File: src/rtl/cmp_pkg.sv
// Shared types and the reference compare used by the comparator result tally
// and by anything that needs to know what the 2-bit comparator should output.
package cmp_pkg;

    typedef enum logic [0:0] {
        COUNT  = 1'b0,
        REPORT = 1'b1
    } state_e;

    typedef struct packed {
        logic gt;
        logic lt;
        logic eq;
    } cmp_flags_t;

    localparam int RUN_W = 4;

    function automatic cmp_flags_t cmp_expect(input logic [1:0] a, input logic [1:0] b);
        cmp_flags_t f;
        f.gt = (a > b);
        f.lt = (a < b);
        f.eq = (a == b);
        return f;
    endfunction

endpackage

File: src/rtl/cmp_result_tally_if.sv
// Sample stream, control and snapshot report bundle of cmp_result_tally.
interface cmp_result_tally_if #(
    parameter int CNT_W = 8
);
    logic             in_valid;
    logic             in_ready;
    logic [1:0]       A;
    logic [1:0]       B;
    logic             AgreaterB;
    logic             AlessB;
    logic             AequalB;
    logic             clear;
    logic             rpt_req;
    logic             rpt_valid;
    logic             rpt_ready;
    logic [CNT_W-1:0] gt_cnt;
    logic [CNT_W-1:0] lt_cnt;
    logic [CNT_W-1:0] eq_cnt;
    logic [CNT_W-1:0] err_cnt;
    logic [1:0]       max_a;
    logic             eq_run_hit;

    modport master (
        output in_valid, A, B, AgreaterB, AlessB, AequalB, clear, rpt_req, rpt_ready,
        input  in_ready, rpt_valid, gt_cnt, lt_cnt, eq_cnt, err_cnt, max_a, eq_run_hit
    );

    modport slave (
        input  in_valid, A, B, AgreaterB, AlessB, AequalB, clear, rpt_req, rpt_ready,
        output in_ready, rpt_valid, gt_cnt, lt_cnt, eq_cnt, err_cnt, max_a, eq_run_hit
    );
endinterface

File: src/rtl/cmp_result_tally_sat_counter.sv
// Saturating up-counter; cnt_nxt_o is the post-increment value ignoring clear,
// so a snapshot can include the sample accepted in the same cycle.
module sat_counter #(
    parameter int W = 8
) (
    input  logic         clk,
    input  logic         rst_n,
    input  logic         inc_i,
    input  logic         clr_i,
    output logic [W-1:0] cnt_o,
    output logic [W-1:0] cnt_nxt_o
);
    localparam logic [W-1:0] CNT_MAX = {W{1'b1}};
    localparam logic [W-1:0] CNT_ONE = {{(W-1){1'b0}}, 1'b1};

    logic [W-1:0] cnt_q;
    logic [W-1:0] cnt_d;

    // Increment unless already pinned at the top value.
    always_comb begin
        cnt_d = cnt_q;
        if (inc_i && (cnt_q != CNT_MAX)) begin
            cnt_d = cnt_q + CNT_ONE;
        end else begin
            cnt_d = cnt_q;
        end
    end

    // Counter register; clear has priority over a same-cycle increment.
    always_ff @(posedge clk) begin
        if (!rst_n) begin
            cnt_q <= {W{1'b0}};
        end else if (clr_i) begin
            cnt_q <= {W{1'b0}};
        end else begin
            cnt_q <= cnt_d;
        end
    end

    assign cnt_o     = cnt_q;
    assign cnt_nxt_o = cnt_d;
endmodule

File: src/rtl/cmp_result_tally.sv
// Checks comparator flags against a local compare, tallies outcomes, tracks max A
// and equal runs, and hands out snapshots over a valid/ready report channel.
module cmp_result_tally
    import cmp_pkg::*;
#(
    parameter int CNT_W   = 8,
    parameter int RUN_LEN = 4
) (
    input  logic              clk,
    input  logic              rst_n,
    cmp_result_tally_if.slave bus
);
    localparam logic [RUN_W-1:0] RUN_TOP = RUN_W'(RUN_LEN);
    localparam logic [RUN_W-1:0] RUN_PRE = RUN_W'(RUN_LEN - 1);
    localparam logic [RUN_W-1:0] RUN_ONE = {{(RUN_W-1){1'b0}}, 1'b1};

    state_e           state_q;
    state_e           state_d;
    logic             in_ready_s;
    logic             rpt_valid_s;
    logic             accept_s;
    logic             go_rpt_s;
    logic             live_clr_s;
    logic             match_s;
    cmp_flags_t       flags_s;
    cmp_flags_t       exp_s;
    logic [3:0]       inc_s;
    logic [CNT_W-1:0] live_s     [4];
    logic [CNT_W-1:0] live_nxt_s [4];
    logic [CNT_W-1:0] snap_q     [4];
    logic [1:0]       max_q;
    logic [1:0]       max_d;
    logic [1:0]       max_nxt_s;
    logic [1:0]       snap_max_q;
    logic [RUN_W-1:0] run_q;
    logic [RUN_W-1:0] run_d;
    logic             hit_q;
    logic             hit_d;

    assign flags_s    = {bus.AgreaterB, bus.AlessB, bus.AequalB};
    assign exp_s      = cmp_expect(bus.A, bus.B);
    assign match_s    = (flags_s == exp_s);
    assign accept_s   = bus.in_valid & in_ready_s;
    assign go_rpt_s   = (state_q == COUNT) & bus.rpt_req;
    assign live_clr_s = bus.clear | go_rpt_s;

    // Index order: 0 gt, 1 lt, 2 eq, 3 err. A bad flag triple only bumps err.
    assign inc_s[0] = accept_s & match_s & exp_s.gt;
    assign inc_s[1] = accept_s & match_s & exp_s.lt;
    assign inc_s[2] = accept_s & match_s & exp_s.eq;
    assign inc_s[3] = accept_s & ~match_s;

    // State register.
    always_ff @(posedge clk) begin
        if (!rst_n) begin
            state_q <= COUNT;
        end else begin
            state_q <= state_d;
        end
    end

    // Next-state logic: request enters REPORT, consumer handshake leaves it.
    always_comb begin
        state_d = state_q;
        case (state_q)
            COUNT: begin
                if (bus.rpt_req) state_d = REPORT;
                else             state_d = COUNT;
            end
            REPORT: begin
                if (bus.rpt_ready) state_d = COUNT;
                else               state_d = REPORT;
            end
            default: state_d = COUNT;
        endcase
    end

    // Output decode from state only, so in_ready has no path from any input.
    always_comb begin
        in_ready_s  = 1'b0;
        rpt_valid_s = 1'b0;
        case (state_q)
            COUNT:   in_ready_s  = 1'b1;
            REPORT:  rpt_valid_s = 1'b1;
            default: begin
                in_ready_s  = 1'b0;
                rpt_valid_s = 1'b0;
            end
        endcase
    end

    for (genvar g = 0; g < 4; g++) begin : g_cnt
        sat_counter #(.W(CNT_W)) u_cnt (
            .clk       (clk),
            .rst_n     (rst_n),
            .inc_i     (inc_s[g]),
            .clr_i     (live_clr_s),
            .cnt_o     (live_s[g]),
            .cnt_nxt_o (live_nxt_s[g])
        );
    end

    // Running max of A over every accepted sample, erroneous ones included.
    always_comb begin
        max_nxt_s = max_q;
        if (accept_s && (bus.A > max_q)) max_nxt_s = bus.A;
        else                             max_nxt_s = max_q;
        if (live_clr_s) max_d = 2'b00;
        else            max_d = max_nxt_s;
    end

    // Equal-run tracking; survives reports, reset only by clear or a non-equal sample.
    always_comb begin
        run_d = run_q;
        hit_d = 1'b0;
        if (bus.clear) begin
            run_d = {RUN_W{1'b0}};
        end else if (accept_s) begin
            if (inc_s[2]) begin
                if (run_q != RUN_TOP) run_d = run_q + RUN_ONE;
                else                  run_d = run_q;
                hit_d = (run_q == RUN_PRE);
            end else begin
                run_d = {RUN_W{1'b0}};
            end
        end else begin
            run_d = run_q;
        end
    end

    // Live max, run counter and hit pulse registers.
    always_ff @(posedge clk) begin
        if (!rst_n) begin
            max_q <= 2'b00;
            run_q <= {RUN_W{1'b0}};
            hit_q <= 1'b0;
        end else begin
            max_q <= max_d;
            run_q <= run_d;
            hit_q <= hit_d;
        end
    end

    // Snapshot capture on entry to REPORT, held stable until the next request.
    always_ff @(posedge clk) begin
        if (!rst_n) begin
            for (int i = 0; i < 4; i++) snap_q[i] <= {CNT_W{1'b0}};
            snap_max_q <= 2'b00;
        end else if (go_rpt_s) begin
            for (int i = 0; i < 4; i++) snap_q[i] <= live_nxt_s[i];
            snap_max_q <= max_nxt_s;
        end else begin
            for (int i = 0; i < 4; i++) snap_q[i] <= snap_q[i];
            snap_max_q <= snap_max_q;
        end
    end

    assign bus.in_ready   = in_ready_s;
    assign bus.rpt_valid  = rpt_valid_s;
    assign bus.gt_cnt     = snap_q[0];
    assign bus.lt_cnt     = snap_q[1];
    assign bus.eq_cnt     = snap_q[2];
    assign bus.err_cnt    = snap_q[3];
    assign bus.max_a      = snap_max_q;
    assign bus.eq_run_hit = hit_q;
endmodule
File: src/flat_wrapper.sv
// flat-port wrapper written by rule: the top's interface ports become plain ports
module cmp_result_tally_flat import cmp_pkg::*;
#(
    parameter int CNT_W   = 8,
    parameter int RUN_LEN = 4
)
  (clk, rst_n, bus_in_valid, bus_A, bus_B, bus_AgreaterB, bus_AlessB, bus_AequalB, bus_clear, bus_rpt_req, bus_rpt_ready, bus_in_ready, bus_rpt_valid, bus_gt_cnt, bus_lt_cnt, bus_eq_cnt, bus_err_cnt, bus_max_a, bus_eq_run_hit);
  cmp_result_tally_if #(.CNT_W(CNT_W)) bus_i ();
  input  logic clk;
  input  logic rst_n;
  input wire logic [$bits(bus_i.in_valid)-1:0] bus_in_valid;
  input wire logic [$bits(bus_i.A)-1:0] bus_A;
  input wire logic [$bits(bus_i.B)-1:0] bus_B;
  input wire logic [$bits(bus_i.AgreaterB)-1:0] bus_AgreaterB;
  input wire logic [$bits(bus_i.AlessB)-1:0] bus_AlessB;
  input wire logic [$bits(bus_i.AequalB)-1:0] bus_AequalB;
  input wire logic [$bits(bus_i.clear)-1:0] bus_clear;
  input wire logic [$bits(bus_i.rpt_req)-1:0] bus_rpt_req;
  input wire logic [$bits(bus_i.rpt_ready)-1:0] bus_rpt_ready;
  output wire logic [$bits(bus_i.in_ready)-1:0] bus_in_ready;
  output wire logic [$bits(bus_i.rpt_valid)-1:0] bus_rpt_valid;
  output wire logic [$bits(bus_i.gt_cnt)-1:0] bus_gt_cnt;
  output wire logic [$bits(bus_i.lt_cnt)-1:0] bus_lt_cnt;
  output wire logic [$bits(bus_i.eq_cnt)-1:0] bus_eq_cnt;
  output wire logic [$bits(bus_i.err_cnt)-1:0] bus_err_cnt;
  output wire logic [$bits(bus_i.max_a)-1:0] bus_max_a;
  output wire logic [$bits(bus_i.eq_run_hit)-1:0] bus_eq_run_hit;
  assign bus_i.in_valid = bus_in_valid;
  assign bus_i.A = bus_A;
  assign bus_i.B = bus_B;
  assign bus_i.AgreaterB = bus_AgreaterB;
  assign bus_i.AlessB = bus_AlessB;
  assign bus_i.AequalB = bus_AequalB;
  assign bus_i.clear = bus_clear;
  assign bus_i.rpt_req = bus_rpt_req;
  assign bus_i.rpt_ready = bus_rpt_ready;
  assign bus_in_ready = bus_i.in_ready;
  assign bus_rpt_valid = bus_i.rpt_valid;
  assign bus_gt_cnt = bus_i.gt_cnt;
  assign bus_lt_cnt = bus_i.lt_cnt;
  assign bus_eq_cnt = bus_i.eq_cnt;
  assign bus_err_cnt = bus_i.err_cnt;
  assign bus_max_a = bus_i.max_a;
  assign bus_eq_run_hit = bus_i.eq_run_hit;
  cmp_result_tally #(.CNT_W(CNT_W), .RUN_LEN(RUN_LEN)) u_core (.clk(clk), .rst_n(rst_n), .bus(bus_i));
endmodule
File: config.mk
export PLATFORM = sky130hd
export DESIGN_NAME = cmp_result_tally_flat
export DESIGN_NICKNAME = d
export VERILOG_FILES = /design/src/rtl/cmp_pkg.sv /design/src/rtl/cmp_result_tally_if.sv /design/src/rtl/cmp_result_tally_sat_counter.sv /design/src/rtl/cmp_result_tally.sv /design/src/flat_wrapper.sv
export SDC_FILE = /design/constraint.sdc
export NUM_CORES = 1
export LEC_CHECK = 0
export ABC_AREA = 1
export CAP_MARGIN = 40
export CORE_MARGIN = 3
export CORE_UTILIZATION = 56
export CTS_BUF_LIST = sky130_fd_sc_hd__clkbuf_2 sky130_fd_sc_hd__clkbuf_4 sky130_fd_sc_hd__clkbuf_8
export CTS_CLUSTER_SIZE = 10
export DETAILED_ROUTE_END_ITERATION = 10
export PLACE_DENSITY = 0.87
export SETUP_SLACK_MARGIN = 0.02
export SYNTH_ARGS = -nofsm -noshare
export SYNTH_HDL_FRONTEND = slang
export SYNTH_SLANG_ARGS = --single-unit
File: constraint.sdc
create_clock -name clk -period 3 [get_ports clk]
set_clock_uncertainty 0.1 [all_clocks]
set_input_delay 0.9 -clock clk [delete_from_list [all_inputs] [get_ports clk]]
set_output_delay 0.9 -clock clk [all_outputs]
set_load 0.005 [all_outputs]
* Yosys cells after proc, flatten, opt, wreduce, memory -nomap -nowiden *
Memory sizes are Yosys's and may differ from the RTL's.
Index checks and enable logic that the tools add are counted.

storage, ports and cells
  output and inout port bits = 37
  input port bits = 13
  logic and storage cells = 84
  RAM bits = 32
  register bits after elaboration = 42
  memories = 1

memories
  name           words  width  rd ports  clocked after memory_dff  write ports  RTL line                source
  u_core.snap_q  4      8      4         0                         4            cmp_result_tally.sv:30  logic [CNT_W-1:0] snap_q [4];

operators by class
  equality and inequality tests = 9
  reductions and logical operators = 9
  order comparisons = 3
  bitwise gates (word level) = 21
  add/sub/neg operators = 5
  mux-type cells = 27

operators by type and width
  kind                                            number
  2-to-1 mux 8 bit                                12
  adder 8 x 1 -> 8 bit (second input constant)    4
  != test 8 bit (second input constant)           4
  2-to-1 mux 1 bit                                11
  bitwise OR 1 bit                                9
  2-to-1 mux 4 bit                                2
  bitwise AND 1 bit                               7
  logical AND 1 bit                               5
  inverter 1 bit                                  5
  adder 4 x 1 -> 4 bit (second input constant)    1
  == test 4 x 2 -> 1 bit (second input constant)  1
  > comparator 2 bit                              2
  != test 4 x 3 -> 1 bit (second input constant)  1
  OR reduction 2 bit                              2
  OR reduction 4 bit                              1
  == test 3 bit                                   1
  == test 2 bit                                   1
  < comparator 2 bit                              1
  2-to-1 mux 2 bit                                1
  != test 2 x 1 -> 1 bit (second input constant)  1
  one-hot mux 1 bit (2 select lines)              1
  AND reduction 2 bit                             1

* Logic depth before layout (Yosys ltp) *
Gate-level depths: netlist (run 1).

  depth after elaboration = 8
  gate-level depth with buffers = 14
  depth with buffers taken out = 14

* Hierarchy *
From an unflattened synthesis (run 1), not the netlist that was laid out.

second synthesis, totals
  cell total of the unflattened synthesis = 540
  area total of the unflattened synthesis = 4134.0 um2

by module, submodules not included
  module            sequential area each (um2)  area each (um2)  cells each  instances
  sat_counter       160.2                       543.0            84          4
  cmp_result_tally  1161.1                      1961.9           204         1

* Worst setup path before layout (run 1) *
Ideal clock, no wire load.

  path kind = input-to-reg
  start point = input bus_rpt_req
  end point = register u_core.g_cnt[2].u_cnt.cnt_q[6]
  buffers on the path = 2
  setup slack = 0.299 ns
  library setup time = 0.128 ns
  stages on the path = 6
  data required time = 2.772 ns
  arrival = 2.473 ns
  cells stage by stage = nand2_1 > nand2_1 > or2_2 > clkbuf_1 > clkbuf_1 > nor2_1

on the way
  cells in the longest elaborated chain, start to end = 3

ends and longest elaborated chain
  item                          RTL line                            source
  from (decl)                   flat_wrapper.sv:18                  input wire logic [$bits(bus_i.rpt_req)-1:0] bus_rpt_req;
  bitwise AND 1 bit             cmp_result_tally.sv:44              assign go_rpt_s = (state_q == COUNT) & bus.rpt_req;
  bitwise OR 1 bit              cmp_result_tally.sv:45              assign live_clr_s = bus.clear | go_rpt_s;
  OR reduction 2 bit (no line)  -
  to (signal assigned)          cmp_result_tally_sat_counter.sv:32  cnt_q <= {W{1'b0}};
  to (signal assigned)          cmp_result_tally_sat_counter.sv:34  cnt_q <= {W{1'b0}};
  to (signal assigned)          cmp_result_tally_sat_counter.sv:36  cnt_q <= cnt_d;
  to (decl)                     cmp_result_tally_sat_counter.sv:16  logic [W-1:0] cnt_q;

No other way between the ends.
A chain may end at the register's enable or synchronous reset.

==> reports/results.tsv, run 1 <==
stage	metric	value	unit
timing	finalMaxSlewViolations	0	
timing	hold_viol_final	0	
global_route	grt_start_max_net_pins	35	
global_route	grt_pass1_wl	13.0	mm
finish	multi_input_area	1590	sq um
timing	layout_min_cycle_time	2.85	ns
finish	fillCellCount	408	
yosys	yosysSeqAreaShare	50.7	%
pwr	combPwrFrac	11.8	%
yosys	async_flop_share	0	%
flow_run	maxCapViolations	0	
worst_setup_path	worstPathMaxFanout	8	
finish	register_area	1800	sq um
pwr	p_leak	0.00178	uW
die	die_x	85.7	microns
clock_network	clockBufferDepth	2	
routing	drc	0	
finish	finish.utilization	74.5	%
pwr	power.share.clock	39.0	%
yosys	netlist_instances	392	
yosys	synth_cell_types	33	
finish	mostFrequentLayoutCell	nand2_1	
finish	syn2layout_area_growth	26.3	%
worst_setup_path	path_class	primary input to flip-flop	
clock_network	cts_hold_buf	0	
routing	drtPass1Iterations	5	
global_route	grt_pass1_vias	2915	
clock_network	numCtsBuffers	9	
finish	finalNetCount	488	
place	place_hpwl	5.18	mm
clock_network	htree_levels	3	
die	die_area	7340	sq um
die	initial_core_util	59.0	%
place	io_buffer_count	49	
die	rows	28	
worst_setup_path	worstPathRequired	3.00	ns
clock_network	cts-root-buf	clkbuf_8	
worst_setup_path	r2r_slack	0.90	ns
clock_network	clock_latency	0.35	ns
worst_setup_path	cp-start-kind	primary input	
global_route	grt_overflow	0	
timing	tightest_slew	0.709	ns
routing	routed_wl	7.73	mm
yosys	synth_nets	415	
clock_network	cts_tree	yes	
pwr	p_seq_share	49.2	%
pwr	finalPower	2220	uW
yosys	ys_warn_count	0	
yosys	synth-edff-count	32	
routing	detail-route-antenna-nets	0	
outcome	run_status	finished clean	
timing	setup_viol	0	
place	dp_slack	-0.189	ns
routing	viasPerCell	5.34	
pwr	vdd_drop_max	0.000316	V
min_path	hold_class	flip-flop to flip-flop	
timing	max_freq	351	MHz
die	num_io_pins	50	
worst_setup_path	cp-end-kind	flip-flop	
routing	num_vias	2908	
yosys	syn_area	3560	sq um
timing	rsz0062_at_grt	false	
clock_network	post_cts_buffers	0	
finish	drive_gt1_share	14.0	%
die	core	6030	sq um
routing	post_drt_wl_per_cell	14.2	microns
timing	timing.final.ws_setup	0.147	ns
global_route	antenna_found_initial	0	
yosys	ys_seq_elements	74	
timing	slew-limit-headroom	52.7	%
timing	min_period_over_period	95.1	%
pwr	intPower	1700	uW
finish	n_antenna_cell	0	
place	place_congestion	0.846	
die	dieHeight	85.7	microns
pwr	power_density	495	nW/um^2
routing	dr.first_iter.drc_count	195	
yosys	synthFlopType	dfxtp_1	
worst_setup_path	arrival	2.85	ns
pwr	p_sw	524	uW
pwr	netSwitchingFraction	23.6	%
clock_network	clock-sinks	74	
yosys	syn_avg_cell_area	9.07	sq um
clock_network	path_clk_slew	0.08	ns
finish	final_cell_mix	58 x nand2_1, 53 x a21oi_1, 49 x clkdlybuf4s50_1, 43 x nand3_1, 42 x dfxtp_1	
global_route	track_usage	22.6	%
-- cell usage after synthesis, types with 4 or more instances --
cell type	instances	area share [%]
a21oi_1	53	7.5
clkbuf_1	7	0.74
dfxtp_1	42	24
edfxtp_1	32	27
ha_1	10	3.5
inv_1	35	3.7
nand2_1	58	6.1
nand2_2	9	1.6
nand3_1	43	6.1
nand3_2	4	1.1
nand3b_1	4	0.84
nand4_1	4	0.70
nor2_1	33	3.5
nor3_1	5	0.70
o21ai_0	4	0.56
o21ai_1	5	0.70
xor2_1	22	5.4
-- power by group through the flow --
| stage | Sequential, uW | Combinational, uW | Clock (uW) |
|---|---|---|---|
| finish | 1090 | 262 | 868 |
| global route | 1100 | 287 | 914 |
| CTS | 1090 | 262 | 876 |
| detailed placement | 1120 | 261 | 0 |
| global placement | 1120 | 255 | 0 |
| floorplan | 1120 | 124 | 0 |
-- logic make-up after synthesis --
| group | count (synthesis) | share of synthesized area (%) |
|---|---|---|
| adders and majority gates | 10 | 3.52 |
| DFF | 74 | 50.7 |
| xor gates and xnor gates | 25 | 6.16 |
| and+or+nand+nor | 175 | 25.6 |
| AOI/OAI and AO/OA | 64 | 9.18 |
| buffers and inverters | 44 | 4.85 |
-- area by class of cell --
cell class / instances / area share [%]
tap: 75 / 2.09
clock buffer: 11 / 3.23
multi-input combinational: 274 / 35.4
timing repair buffer: 70 / 14.4
sequential: 74 / 40.1
inverter: 36 / 3.01
clock inverter: 5 / 1.73
-- sequential cells by signal (all words and copies together) (netlist names) --
name / flops
u_core.state_q: 1
u_core.bus.eq_run_hit: 1
u_core.run_q: 4
u_core.g_cnt.u_cnt.cnt_o: 32
u_core.max_q: 2
u_core.bus.max_a: 2
u_core.snap_q: 32
-- worst paths after layout --
kind / startpoint / endpoint / depth (start not counted)
setup / recovery: bus_B[1] / u_core.snap_q[2][1]$_DFFE_PP_ / 13
hold / removal: u_core.bus.max_a[0]$_SDFFE_PN0P_ / u_core.bus.max_a[0]$_SDFFE_PN0P_ / 2
setup reg to reg: u_core.g_cnt[3].u_cnt.cnt_o[0]$_SDFF_PP0_ / u_core.snap_q[3][1]$_SDFFCE_PN0P_ / 8
hold reg to reg: u_core.bus.max_a[0]$_SDFFE_PN0P_ / u_core.bus.max_a[0]$_SDFFE_PN0P_ / 2
-- through the flow --
step / instance area (sq um) / std cells / setup TNS [ns] / hold WS [ns]
finish: 4490 / 545 / 0 / 0.388
global route: 4490 / 545 / 0 / 0.419
CTS: 4480 / 545 / 0 / 0.389
detailed placement: 4260 / 529 / -5.34 / 0.371
global placement: 4260 / 529 / -1.82 / 0.374
floorplan: 3560 / 392 / 0 / 0.367
-- worst max-delay path: stages --
cell and delay (ns):
clkdlybuf4s50_1 0.46, inv_1 0.05, ha_1 0.33, nand2_1 0.13, nand2_2 0.10, nand2_2 0.09, nand2_1 0.06, nand2_2 0.08
nand2_4 0.08, nor2_8 0.17, nand3_4 0.15, o21ai_1 0.19, nor2_1 0.06
-- layer usage --
metal | track usage [%] | wire length [microns] | part of all wire, %
met2 | 39.1 | 3900 | 51
met3 | 4.90 | 325 | 4.2
met5 | 0 | 0 | 0
met1 | 27.0 | 3320 | 43
met4 | 9.93 | 179 | 2.3
-- timing repair --
item | CTS | global route
setup endpoints to repair | 0 | 1
gates resized for setup | 0 | 1
endpoints found under the hold margin | 0 | 0
No activity file was read; power rests on OpenSTA's default activity.
==> run 2, diff against run 1 <==
--- a/config.mk
+++ b/config.mk
@@ -7,8 +7,10 @@
 export LEC_CHECK = 0
 export ABC_AREA = 1
 export CAP_MARGIN = 40
+export CELL_PAD_IN_SITES_DETAIL_PLACEMENT = 1
+export CELL_PAD_IN_SITES_GLOBAL_PLACEMENT = 2
 export CORE_MARGIN = 3
-export CORE_UTILIZATION = 56
+export CORE_UTILIZATION = 35
 export CTS_BUF_LIST = sky130_fd_sc_hd__clkbuf_2 sky130_fd_sc_hd__clkbuf_4 sky130_fd_sc_hd__clkbuf_8
 export CTS_CLUSTER_SIZE = 10
 export DETAILED_ROUTE_END_ITERATION = 10
==> run 2 against run 1 <==
Against the previous run: via count increased by 3.3%; sequential share of layout area decreased by 1.9 points; flip-flop and latch count unchanged; final cell count increased by 13%; power increased by 0.86%; die area increased by 55%; non-clock buffer count increased by 14; setup slack improved by 0.050 ns; critical path depth decreased by 2; worst hold slack improved by 0.038 ns; design area increased by 4.9%; critical path type unchanged.
==> reports/results.tsv, run 2 (synthesized netlist as in run 1, its figures left out) <==
stage	metric	value	unit	change
routing	routed_wl	9.07	mm	+17%
global_route	grt_overflow	0		unchanged
pwr	p_leak	0.00184	uW	+3.2%
routing	viasPerCell	4.87		-8.8%
worst_setup_path	cp-start-kind	primary input		
finish	drive_gt1_share	17.6	%	+3.5 points
worst_setup_path	cp-end-kind	flip-flop		
clock_network	cts-root-buf	clkbuf_8		
finish	fin_area	4710	sq um	+4.9%
routing	detail-route-antenna-nets	0		unchanged
place	place_congestion	0.770		-9.0%
die	core	9820	sq um	+63%
die	dieHeight	107	microns	+25%
timing	layout_min_cycle_time	2.80	ns	-0.0502 ns
finish	n_antenna_cell	0		unchanged
place	io_buffer_count	49		unchanged
pwr	power_density	476	nW/um^2	-3.9%
finish	final_cell_mix	56 x nand2_1, 53 x a21oi_1, 49 x clkdlybuf4s50_1, 43 x nand3_1, 42 x dfxtp_1		
global_route	antenna_found_initial	0		unchanged
routing	post_drt_wl_per_cell	14.7	microns	+3.7%
routing	num_vias	3004		+3.3%
worst_setup_path	slowest_stage	clkdlybuf4s50_1		
flow_run	maxCapViolations	0		unchanged
timing	finalMaxSlewViolations	0		unchanged
finish	syn2layout_area_growth	32.5	%	
global_route	track_usage	16.7	%	-5.9 points
die	die_area	11400	sq um	+55%
clock_network	numCtsBuffers	9		unchanged
worst_setup_path	worstPathRequired	3.00	ns	about the same
timing	max_freq	357	MHz	+1.8%
outcome	run_status	finished clean		
worst_setup_path	path_class	primary input to flip-flop		
global_route	grt_pass1_wl	15.1	mm	+16%
finish	finalNetCount	502		+2.9%
finish	fillCellCount	1166		+190%
clock_network	cts_hold_buf	0		unchanged
clock_network	htree_levels	3		unchanged
place	place_area	4450	sq um	+4.5%
finish	mostFrequentLayoutCell	nand2_1		
clock_network	clock-sinks	74		unchanged
worst_setup_path	worstPathMaxFanout	8		unchanged
die	num_io_pins	50		unchanged
timing	min_period_over_period	93.4	%	-1.7 points
clock_network	clockBufferDepth	2		unchanged
routing	dr.first_iter.drc_count	115		-41%
timing	setup_viol	0		unchanged
worst_setup_path	path_cells	clkdlybuf4s50_1, ha_4, nand2_2, buf_4, nand3_1, nand2_1, nor2_4, nor2_4, nand2_2, o21ai_1, nor2_1		
place	place_hpwl	6.62	mm	+28%
timing	tightest_slew	0.770	ns	+0.0614 ns
timing	hold_viol_final	0		unchanged
die	die_x	107	microns	+25%
worst_setup_path	cpPeakStageDelay	0.55	ns	+0.09 ns
clock_network	clock_latency	0.35	ns	about the same
timing	rsz0062_at_grt	false		
worst_setup_path	arrival	2.80	ns	-0.05 ns
global_route	grt_start_max_net_pins	35		unchanged
pwr	vdd_drop_max	0.000218	V	-31%
die	initial_core_util	36.2	%	-23 points
timing	whs	0.426	ns	+0.0382 ns
die	rows	36		+29%
min_path	hold_class	flip-flop to flip-flop		
clock_network	cts_tree	yes		
global_route	grt_pass1_vias	3176		+9.0%
routing	drtPass1Iterations	4		-1
routing	drc	0		unchanged
timing	slew-limit-headroom	48.6	%	-4.1 points
clock_network	path_clk_slew	0.08	ns	about the same
## run 2: worst max-delay path, delay by kind of cell
family | cells | cell delay [ns]
adders and majority gates | 1 | 0.24
buffers and inverters | 2 | 0.70
and+or+nand+nor | 7 | 0.72
AOI/OAI and AO/OA | 1 | 0.23
## run 2: area by class of cell
cell class | instances | area, sq um | share of cell area (%)
clock buffers | 10 | 131 | 2.79
multi-input cells | 274 | 1620 | 34.5
inverters | 36 | 135 | 2.87
flip-flops and latches | 74 | 1800 | 38.2
well taps | 133 | 166 | 3.53
clock inverters | 6 | 88.8 | 1.88
repair buffers | 84 | 766 | 16.2
## run 2: path summary, 6_finish.rpt
check	slack, ns	to	cells past startpoint	start
worst max-delay path	0.20	u_core.snap_q[3][1]$_SDFFCE_PN0P_	11	bus_A[1]
worst min-delay path	0.43	u_core.g_cnt[1].u_cnt.cnt_o[7]$_SDFF_PP0_	2	u_core.g_cnt[1].u_cnt.cnt_o[7]$_SDFF_PP0_
worst max register to register	0.90	u_core.snap_q[3][1]$_SDFFCE_PN0P_	8	u_core.g_cnt[3].u_cnt.cnt_o[0]$_SDFF_PP0_
worst min register to register	0.43	u_core.g_cnt[1].u_cnt.cnt_o[7]$_SDFF_PP0_	2	u_core.g_cnt[1].u_cnt.cnt_o[7]$_SDFF_PP0_
## run 2: power breakdown
group / switching, uW / internal [uW]
sequential: 13.5 / 1080
clock: 388 / 479
combinational: 151 / 128
total: 553 / 1690
## run 2: per-layer routing
| layer | vias up | global-route usage [%] | part of all wire (%) |
|---|---|---|---|
| li1 | 1497 | - | - |
| met1 | 1455 | 21.0 | 45 |
| met2 | 40 | 29.0 | 51 |
| met3 | 12 | 3.01 | 2.5 |
| met4 | 0 | 5.39 | 1.4 |
| met5 | - | 0 | 0 |
## run 2: repair_timing
item / in CTS / in global routing
setup buffers: 0 / 0
setup endpoints to repair: 0 / 27
gates resized for setup: 0 / 6
hold endpoints to repair: 0 / 0
## run 2: metrics by stage
step           setup WS (ns)  utilization [%]  setup TNS (ns)  total power [uW]  std cells
2_1_floorplan          0.299                -               0              1240        392
3_3_place_gp          -0.172             45.3           -4.86              1390        601
3_5_place_dp          -0.295             45.3          -10.03              1390        601
4_1_cts               0.0833             47.6               0              2270        617
5_1_grt               0.0382             48.0               0              2330        617
6_report               0.198             48.0               0              2240        617
==> run 3, diff against run 2 <==
--- a/config.mk
+++ b/config.mk
@@ -16,6 +16,7 @@
 export DETAILED_ROUTE_END_ITERATION = 10
 export PLACE_DENSITY = 0.87
 export SETUP_SLACK_MARGIN = 0.02
+export SKIP_LAST_GASP = 1
 export SYNTH_ARGS = -nofsm -noshare
 export SYNTH_HDL_FRONTEND = slang
 export SYNTH_SLANG_ARGS = --single-unit
==> results of run 3 <==
Same layout as run 2: the final DEF is identical, and so are final timing and power.
